===== config.mk =====
export PLATFORM = sky130hd
export DESIGN_NAME = uv_uart_txq
export DESIGN_NICKNAME = d
export VERILOG_FILES = /design/src/rtl/uv_uart_txq_pkg.sv /design/src/rtl/uv_uart_fifo.sv /design/src/rtl/uv_uart_txq.sv
export SDC_FILE = /design/constraint.sdc
export NUM_CORES = 1
export LEC_CHECK = 0
export BUFFER_PORTS_ARGS = -buffer_cell sky130_fd_sc_hd__buf_4
export CAP_MARGIN = 20
export CORE_ASPECT_RATIO = 0.8
export CORE_MARGIN = 2
export CORE_UTILIZATION = 52
export DETAILED_ROUTE_END_ITERATION = 10
export PLACE_DENSITY_LB_ADDON = 0.08
export SLEW_MARGIN = 20
export SYNTH_ARGS = -nofsm -noshare
export SYNTH_HDL_FRONTEND = slang
export SYNTH_SLANG_ARGS = --single-unit
export TNS_END_PERCENT = 20

===== constraint.sdc =====
create_clock -name clk -period 6.4 [get_ports clk]
set_input_delay 0.32 -clock clk [delete_from_list [all_inputs] [get_ports clk]]
set_output_delay 0.32 -clock clk [all_outputs]
set_load 0.05 [all_outputs]

===== src/rtl/uv_uart_txq_pkg.sv =====
// rtl/uv_uart_txq_pkg.sv - shared FSM state codes, parity codes and small helpers for the UART transmitter
package uv_uart_txq_pkg;

    typedef enum logic [2:0] {
        ST_IDLE   = 3'd0,
        ST_START  = 3'd1,
        ST_DATA   = 3'd2,
        ST_PARITY = 3'd3,
        ST_STOP0  = 3'd4,
        ST_STOP1  = 3'd5,
        ST_BREAK  = 3'd6
    } tx_state_e;

    localparam logic [1:0] PAR_SPACE = 2'b00;
    localparam logic [1:0] PAR_MARK  = 2'b01;
    localparam logic [1:0] PAR_ODD   = 2'b10;
    localparam logic [1:0] PAR_EVEN  = 2'b11;

    // Number of data bits in a frame: nbits+5, with every code >= 4 meaning 9.
    function automatic logic [3:0] data_bits(input logic [2:0] nbits);
        return (nbits >= 3'd4) ? 4'd9 : ({1'b0, nbits} + 4'd5);
    endfunction

    // Parity bit from the XOR of the valid data bits.
    function automatic logic parity_bit(input logic [1:0] ptype, input logic p);
        logic b;
        case (ptype)
            PAR_SPACE: b = 1'b0;
            PAR_MARK:  b = 1'b1;
            PAR_ODD:   b = ~p;
            default:   b = p;
        endcase
        return b;
    endfunction

endpackage


===== src/rtl/uv_uart_fifo.sv =====
// rtl/uv_uart_fifo.sv - synchronous FIFO with vld/rdy push, pop strobe and occupancy count
module uv_uart_fifo #(
    parameter int DEPTH = 4,
    parameter int WIDTH = 9
) (
    input  logic                     clk,
    input  logic                     rst,
    input  logic                     push_vld,
    output logic                     push_rdy,
    input  logic [WIDTH-1:0]         push_dat,
    input  logic                     pop,
    output logic [WIDTH-1:0]         pop_dat,
    output logic                     empty,
    output logic [$clog2(DEPTH):0]   cnt
);

    localparam int AW = $clog2(DEPTH);
    localparam logic [AW:0]   FULL_CNT = (AW+1)'(DEPTH);
    localparam logic [AW:0]   CNT_ONE  = (AW+1)'(1);
    localparam logic [AW-1:0] PTR_ONE  = AW'(1);

    logic [WIDTH-1:0] mem_q [DEPTH];
    logic [AW-1:0]    wr_ptr_q, wr_ptr_d;
    logic [AW-1:0]    rd_ptr_q, rd_ptr_d;
    logic [AW:0]      cnt_q, cnt_d;
    logic             do_push, do_pop;

    assign push_rdy = (cnt_q != FULL_CNT);
    assign empty    = (cnt_q == '0);
    assign cnt      = cnt_q;
    assign pop_dat  = mem_q[rd_ptr_q];
    assign do_push  = push_vld & push_rdy;
    assign do_pop   = pop & ~empty;

    // Pointer and count update; DEPTH is a power of two so pointers wrap naturally.
    always_comb begin
        wr_ptr_d = wr_ptr_q;
        rd_ptr_d = rd_ptr_q;
        cnt_d    = cnt_q;
        if (do_push) begin
            wr_ptr_d = wr_ptr_q + PTR_ONE;
        end
        if (do_pop) begin
            rd_ptr_d = rd_ptr_q + PTR_ONE;
        end
        case ({do_push, do_pop})
            2'b10:   cnt_d = cnt_q + CNT_ONE;
            2'b01:   cnt_d = cnt_q - CNT_ONE;
            default: cnt_d = cnt_q;
        endcase
    end

    // Control state registers.
    always_ff @(posedge clk or posedge rst) begin
        if (rst) begin
            wr_ptr_q <= '0;
            rd_ptr_q <= '0;
            cnt_q    <= '0;
        end else begin
            wr_ptr_q <= wr_ptr_d;
            rd_ptr_q <= rd_ptr_d;
            cnt_q    <= cnt_d;
        end
    end

    // Storage array; contents need no reset because the count gates every read.
    always_ff @(posedge clk) begin
        if (do_push) begin
            mem_q[wr_ptr_q] <= push_dat;
        end
    end

endmodule


===== src/rtl/uv_uart_txq.sv =====
// rtl/uv_uart_txq.sv - UART transmitter with TX FIFO, 5..9 data bits, parity, CTS flow control and break
module uv_uart_txq
    import uv_uart_txq_pkg::*;
#(
    parameter int DEPTH   = 4,
    parameter int DIV_W   = 16,
    parameter int MAX_DBW = 9
) (
    input  logic                   clk,
    input  logic                   rst,
    input  logic                   tx_en,
    input  logic [2:0]             nbits,
    input  logic                   nstop,
    input  logic                   endian,
    input  logic [DIV_W-1:0]       clk_div,
    input  logic                   parity_en,
    input  logic [1:0]             parity_type,
    input  logic                   cts_en,
    input  logic                   uart_cts_n,
    input  logic                   brk_req,
    input  logic                   wr_vld,
    output logic                   wr_rdy,
    input  logic [MAX_DBW-1:0]     wr_dat,
    output logic [$clog2(DEPTH):0] fifo_cnt,
    output logic                   tx_busy,
    output logic                   tx_done,
    output logic                   uart_tx
);

    localparam logic [DIV_W-1:0] DIV_ONE = DIV_W'(1);
    localparam logic [DIV_W-1:0] DIV_TWO = DIV_W'(2);

    tx_state_e            state_q, state_d;
    logic [DIV_W-1:0]     cnt_q, cnt_d;
    logic [DIV_W-1:0]     div_q, div_d;
    logic [3:0]           bit_idx_q, bit_idx_d;
    logic [3:0]           nb_q, nb_d;
    logic                 nstop_q, nstop_d;
    logic                 par_en_q, par_en_d;
    logic                 par_q, par_d;
    logic [MAX_DBW-1:0]   shift_q, shift_d;
    logic                 tx_q, tx_d;
    logic                 done_q, done_d;
    logic                 cts_s1_q, cts_s1_d;
    logic                 cts_s2_q, cts_s2_d;

    logic                 pop;
    logic [MAX_DBW-1:0]   fifo_dat;
    logic                 fifo_empty;
    logic                 cts_ok, go;
    logic [DIV_W-1:0]     eff_div, cnt_next;
    logic                 bit_end;
    logic [3:0]           nb_new;
    logic [MAX_DBW-1:0]   word_mask, word_rev;
    logic                 start_frame, enter_break, frame_end;

    uv_uart_fifo #(
        .DEPTH (DEPTH),
        .WIDTH (MAX_DBW)
    ) u_fifo (
        .clk      (clk),
        .rst      (rst),
        .push_vld (wr_vld),
        .push_rdy (wr_rdy),
        .push_dat (wr_dat),
        .pop      (pop),
        .pop_dat  (fifo_dat),
        .empty    (fifo_empty),
        .cnt      (fifo_cnt)
    );

    assign cts_s1_d = uart_cts_n;
    assign cts_s2_d = cts_s1_q;
    assign cts_ok   = ~cts_en | ~cts_s2_q;
    assign go       = tx_en & ~fifo_empty & cts_ok & ~brk_req;
    assign eff_div  = (clk_div < DIV_TWO) ? DIV_TWO : clk_div;
    assign bit_end  = (cnt_q == div_q - DIV_ONE);
    assign cnt_next = bit_end ? '0 : cnt_q + DIV_ONE;
    assign nb_new   = data_bits(nbits);

    assign uart_tx  = tx_q;
    assign tx_done  = done_q;
    assign tx_busy  = (state_q != ST_IDLE);

    // Head word trimmed to the frame width, plus its bit-reversal within that width for MSB-first.
    always_comb begin
        word_mask = '0;
        word_rev  = '0;
        for (int i = 0; i < MAX_DBW; i++) begin
            if (i < int'(nb_new)) begin
                word_mask[i] = fifo_dat[i];
            end
            for (int j = 0; j < MAX_DBW; j++) begin
                if (i + j == int'(nb_new) - 1) begin
                    word_rev[i] = fifo_dat[j];
                end
            end
        end
    end

    // Frame sequencer: baud counter, bit shifter, frame-boundary decisions and the next line level.
    always_comb begin
        state_d     = state_q;
        cnt_d       = cnt_q;
        div_d       = div_q;
        bit_idx_d   = bit_idx_q;
        nb_d        = nb_q;
        nstop_d     = nstop_q;
        par_en_d    = par_en_q;
        par_d       = par_q;
        shift_d     = shift_q;
        done_d      = 1'b0;
        pop         = 1'b0;
        start_frame = 1'b0;
        enter_break = 1'b0;
        frame_end   = 1'b0;

        case (state_q)
            ST_IDLE: begin
                cnt_d = '0;
                if (brk_req && tx_en) begin
                    enter_break = 1'b1;
                end else if (go) begin
                    start_frame = 1'b1;
                end
            end
            ST_START: begin
                cnt_d = cnt_next;
                if (bit_end) begin
                    state_d = ST_DATA;
                end
            end
            ST_DATA: begin
                cnt_d = cnt_next;
                if (bit_end) begin
                    shift_d = shift_q >> 1;
                    if (bit_idx_q == nb_q - 4'd1) begin
                        state_d = par_en_q ? ST_PARITY : ST_STOP0;
                    end else begin
                        bit_idx_d = bit_idx_q + 4'd1;
                    end
                end
            end
            ST_PARITY: begin
                cnt_d = cnt_next;
                if (bit_end) begin
                    state_d = ST_STOP0;
                end
            end
            ST_STOP0: begin
                cnt_d = cnt_next;
                if (bit_end) begin
                    if (nstop_q) begin
                        state_d = ST_STOP1;
                    end else begin
                        frame_end = 1'b1;
                    end
                end
            end
            ST_STOP1: begin
                cnt_d = cnt_next;
                if (bit_end) begin
                    frame_end = 1'b1;
                end
            end
            ST_BREAK: begin
                cnt_d = '0;
                if (!brk_req) begin
                    state_d = ST_STOP0;
                end
            end
            default: begin
                state_d = ST_IDLE;
            end
        endcase

        // At a frame boundary break wins over queued data; queued data restarts with no gap.
        if (frame_end) begin
            done_d = 1'b1;
            if (brk_req && tx_en) begin
                enter_break = 1'b1;
            end else if (go) begin
                start_frame = 1'b1;
            end else begin
                state_d = ST_IDLE;
            end
        end

        // Snapshot the configuration so mid-frame changes only affect the next frame.
        if (start_frame) begin
            state_d   = ST_START;
            pop       = 1'b1;
            cnt_d     = '0;
            div_d     = eff_div;
            bit_idx_d = '0;
            nb_d      = nb_new;
            nstop_d   = nstop;
            par_en_d  = parity_en;
            par_d     = parity_bit(parity_type, ^word_mask);
            shift_d   = endian ? word_rev : word_mask;
        end

        // Break ends with exactly one stop period of mark, independent of nstop.
        if (enter_break) begin
            state_d = ST_BREAK;
            cnt_d   = '0;
            div_d   = eff_div;
            nstop_d = 1'b0;
        end

        case (state_d)
            ST_START:  tx_d = 1'b0;
            ST_DATA:   tx_d = shift_d[0];
            ST_PARITY: tx_d = par_d;
            ST_BREAK:  tx_d = 1'b0;
            default:   tx_d = 1'b1;
        endcase
    end

    // State, datapath and registered line/done outputs.
    always_ff @(posedge clk or posedge rst) begin
        if (rst) begin
            state_q   <= ST_IDLE;
            cnt_q     <= '0;
            div_q     <= DIV_TWO;
            bit_idx_q <= '0;
            nb_q      <= 4'd5;
            nstop_q   <= 1'b0;
            par_en_q  <= 1'b0;
            par_q     <= 1'b0;
            shift_q   <= '0;
            tx_q      <= 1'b1;
            done_q    <= 1'b0;
            cts_s1_q  <= 1'b1;
            cts_s2_q  <= 1'b1;
        end else begin
            state_q   <= state_d;
            cnt_q     <= cnt_d;
            div_q     <= div_d;
            bit_idx_q <= bit_idx_d;
            nb_q      <= nb_d;
            nstop_q   <= nstop_d;
            par_en_q  <= par_en_d;
            par_q     <= par_d;
            shift_q   <= shift_d;
            tx_q      <= tx_d;
            done_q    <= done_d;
            cts_s1_q  <= cts_s1_d;
            cts_s2_q  <= cts_s2_d;
        end
    end

endmodule


==> out/qor.txt <==
CP bufs+invs = 3
Initial core utilization = 0.541
Maxcap violations = 0
Final routed DRC violation total = 0
Max stage delay on crit path = 500 ps
P&R area growth vs syn = 12.0%
Synth Instances = 582
Worst min-delay path startpoint = uart_cts_n
Clock Tree Root = clkbuf_16
Status = finished clean
Clk buf depth = 2
Via density = 6.02
CTS tree = yes
Cts repair resizes = 0
Grt ovf = 0
Setup TNS = 0 ps
Number of CTS-inserted buffers = 9
Flop2flop setup slack = 2180 ps
Min cycle time layout = 4220 ps
Clk_skew = 11.7 ps
ANT nets after route = 0
Clk Latency, worst-skew pair = 340 ps
Number of nets in the layout = 666
Worst-case vdd ir drop = 0.000229 V
Setup Viol. Count Final = 0
Slew HR = 0.267
Leak = 2.70 nW
Ant diodes = 0
Final Total Pwr = 1.65 mW
Routed via count = 4597
Port buffer count = 46
Cell Count, Final, Fillers Out = 763
Critical Path Start Type = flop
Synthesized Nets = 634
CTS clock-pin slew for the worst setup and hold paths = 80 ps
Fmax = 0.237 GHz
Critical Path AT = 4480 ps
CTS H-tree depth = 3
Die ar. = 12400 um^2
Avg Inst Size Synth = 10.3 um^2
Slowest cell on the critical path = a2111o_1
Layout cells sized above 1 = 0.179
Wire per inst = 18.0 um
Register area share after synthesis = 0.459
Initial drt markers = 393
Post-Syn Area = 5970 um^2
Initial antenna violation count = 0
Post-synth EDFFs = 36
Largest fanout on the critical path = 25
Largest net degree at the start of global routing = 67
Yosys top cell area share = 0.252
Hold Vio Cnt, Final = 0
Row count = 34
CP cell instances = inv_1 > ha_1 > nor4b_4 > nor2b_1 > xnor2_1 > o2111ai_1 > a2111o_1 > o31ai_2 > nand2_2 > clkinv_2 > ha_1 > inv_1 > fa_1 > xor2_1 > nor2_1 > xor2_1
Ports = 47
Routed WL = 13.7 mm
Synth unique cells = 73
DIE HEIGHT = 99.8 um
Power Density = 246 nW/um^2
Hold_buf cts = 0
Drt first pass iters = 7
Most common cell after layout, fill and taps aside = nand2_1
Pre-CTS setup slack = 2170 ps
Hold WC Path Type = in2reg
All-layer global routing usage = 0.238
Post-synth top flop = dfrtp_1
Final Wtd Congestion = 0.921
Synth area leaders = dfrtp_1 (25%), edfxtp_1 (18%), nand2_1 (4.4%), xnor2_1 (4.4%), o21ai_0 (3.9%)
Fraction of registers with async set/reset = 0.647
Final WS setup = 2180 ps
Synth Register Bits = 102
Core area = 11000 um^2
Worst EP required = 6660 ps
Clock sinks = 102
Post-synth top area cell = dfrtp_1
Placed cells = 747
Crit path kind = reg2reg
CP delay by family, top = compound AO/OA/AOI/OAI gates
Fin. max-slew vios = 0
DIE WIDTH = 124 um
Worst slew pin tran = 1090 ps
Crit end category = flop
RR Startpoint = div_q[0]
Worst setup path start = div_q[0]
Final period util = 0.659
Post-CTS Setup Bufs = 0
Vias in the first global route = 4407
Unrepaired setup endpoints after global routing = no
HPWL after DPL = 9.88 mm
First-pass GRT wire length = 23.0 mm
Yosys warning count = 0
Most frequent cells in the layout = nand2_1 (70), dfrtp_1 (60), o21ai_0 (47), buf_4 (47), edfxtp_1 (36)
==> layer usage <==
layer	vias to the layer above	global-route usage	wire length, um
met1	2224	0.390	6980
met4	0	0.0446	125
met5	-	0	0
li1	2203	-	-
met2	157	0.328	5670
met3	13	0.0460	977
==> report_power, final <==
| part | leakage [nW] | internal [mW] | switching (mW) | total [mW] |
|---|---|---|---|---|
| combinational | 1.41 | 0.119 | 0.211 | 0.329 |
| sequential | 1.14 | 0.744 | 0.0308 | 0.775 |
| clock | 0.145 | 0.277 | 0.265 | 0.542 |
| total | 2.70 | 1.14 | 0.506 | 1.65 |
==> synth_stat cells (all sizes together) (3+ instances only) <==
| cell | count |
|---|---|
| o41ai | 4 |
| o21ai | 49 |
| ha | 11 |
| mux4 | 10 |
| dfrtp | 60 |
| and2 | 4 |
| nand2 | 71 |
| mux2i | 13 |
| edfxtp | 36 |
| a222oi | 5 |
| a211oi | 5 |
| o31ai | 6 |
| nor2 | 29 |
| nor3 | 17 |
| nand4b | 3 |
| o211ai | 3 |
| nand3b | 3 |
| clkbuf | 18 |
| nor3b | 3 |
| or3 | 5 |
| nand2b | 12 |
| a22oi | 9 |
| buf | 8 |
| nor4b | 3 |
| dfstp | 6 |
| nand4 | 3 |
| xor2 | 15 |
| mux2 | 17 |
| a21oi | 16 |
| nor4 | 7 |
| inv | 24 |
| a31oi | 9 |
| nand3 | 21 |
| xnor2 | 30 |
| nor2b | 7 |
| and3 | 13 |
==> stage by stage <==
step	area (um^2)	hold WS (ps)	util
floorplan	5970	324	-
global placement	6380	351	0.579
detailed placement	6380	354	0.579
CTS	6680	69.5	0.606
global route	6680	65.9	0.606
finish	6680	81.9	0.606
==> flip-flops by register name (all words and copies together), names as in the netlist, 2 cells and up <==
register and cells:
u_fifo.rd_ptr_q 2, u_fifo.cnt 3, u_fifo.mem_q 36, state_q 3, cnt_q 16, nb_q 4, bit_idx_q 4, div_q 16
u_fifo.wr_ptr_q 2, shift_q 9
==> cells by family after synthesis <==
kind of cell               after synthesis  share of synthesized area
DFF                                    102                      0.459
muxes                                   40                     0.0917
and+or+nand+nor                        202                      0.177
xor gates and xnor gates                45                     0.0661
adders and majority gates               12                     0.0264
AOI/OAI and AO/OA                      129                      0.143
buffers and inverters                   52                     0.0359
==> cell type report <==
type                            instances  area, um^2
Clock inverter                          7        72.6
Clock buffer                            9         225
Multi-Input combinational cell        428        3010
Inverter                               26        98.8
Sequential cell                       102        2740
Timing Repair Buffer                   47         353
Fill cell                             906        4340
Tap cell                              144         180
==> worst paths after layout <==
path                       cells after the start            end
min in group asynchronous                      3      div_q[13]
setup / recovery                              16  u_fifo.cnt[2]
hold reg to reg                                0       cts_s2_q
max in group asynchronous                      3     shift_q[6]
hold / removal                                 1       cts_s1_q
setup reg to reg                              16  u_fifo.cnt[2]
(Power assumes the default switching activity.)
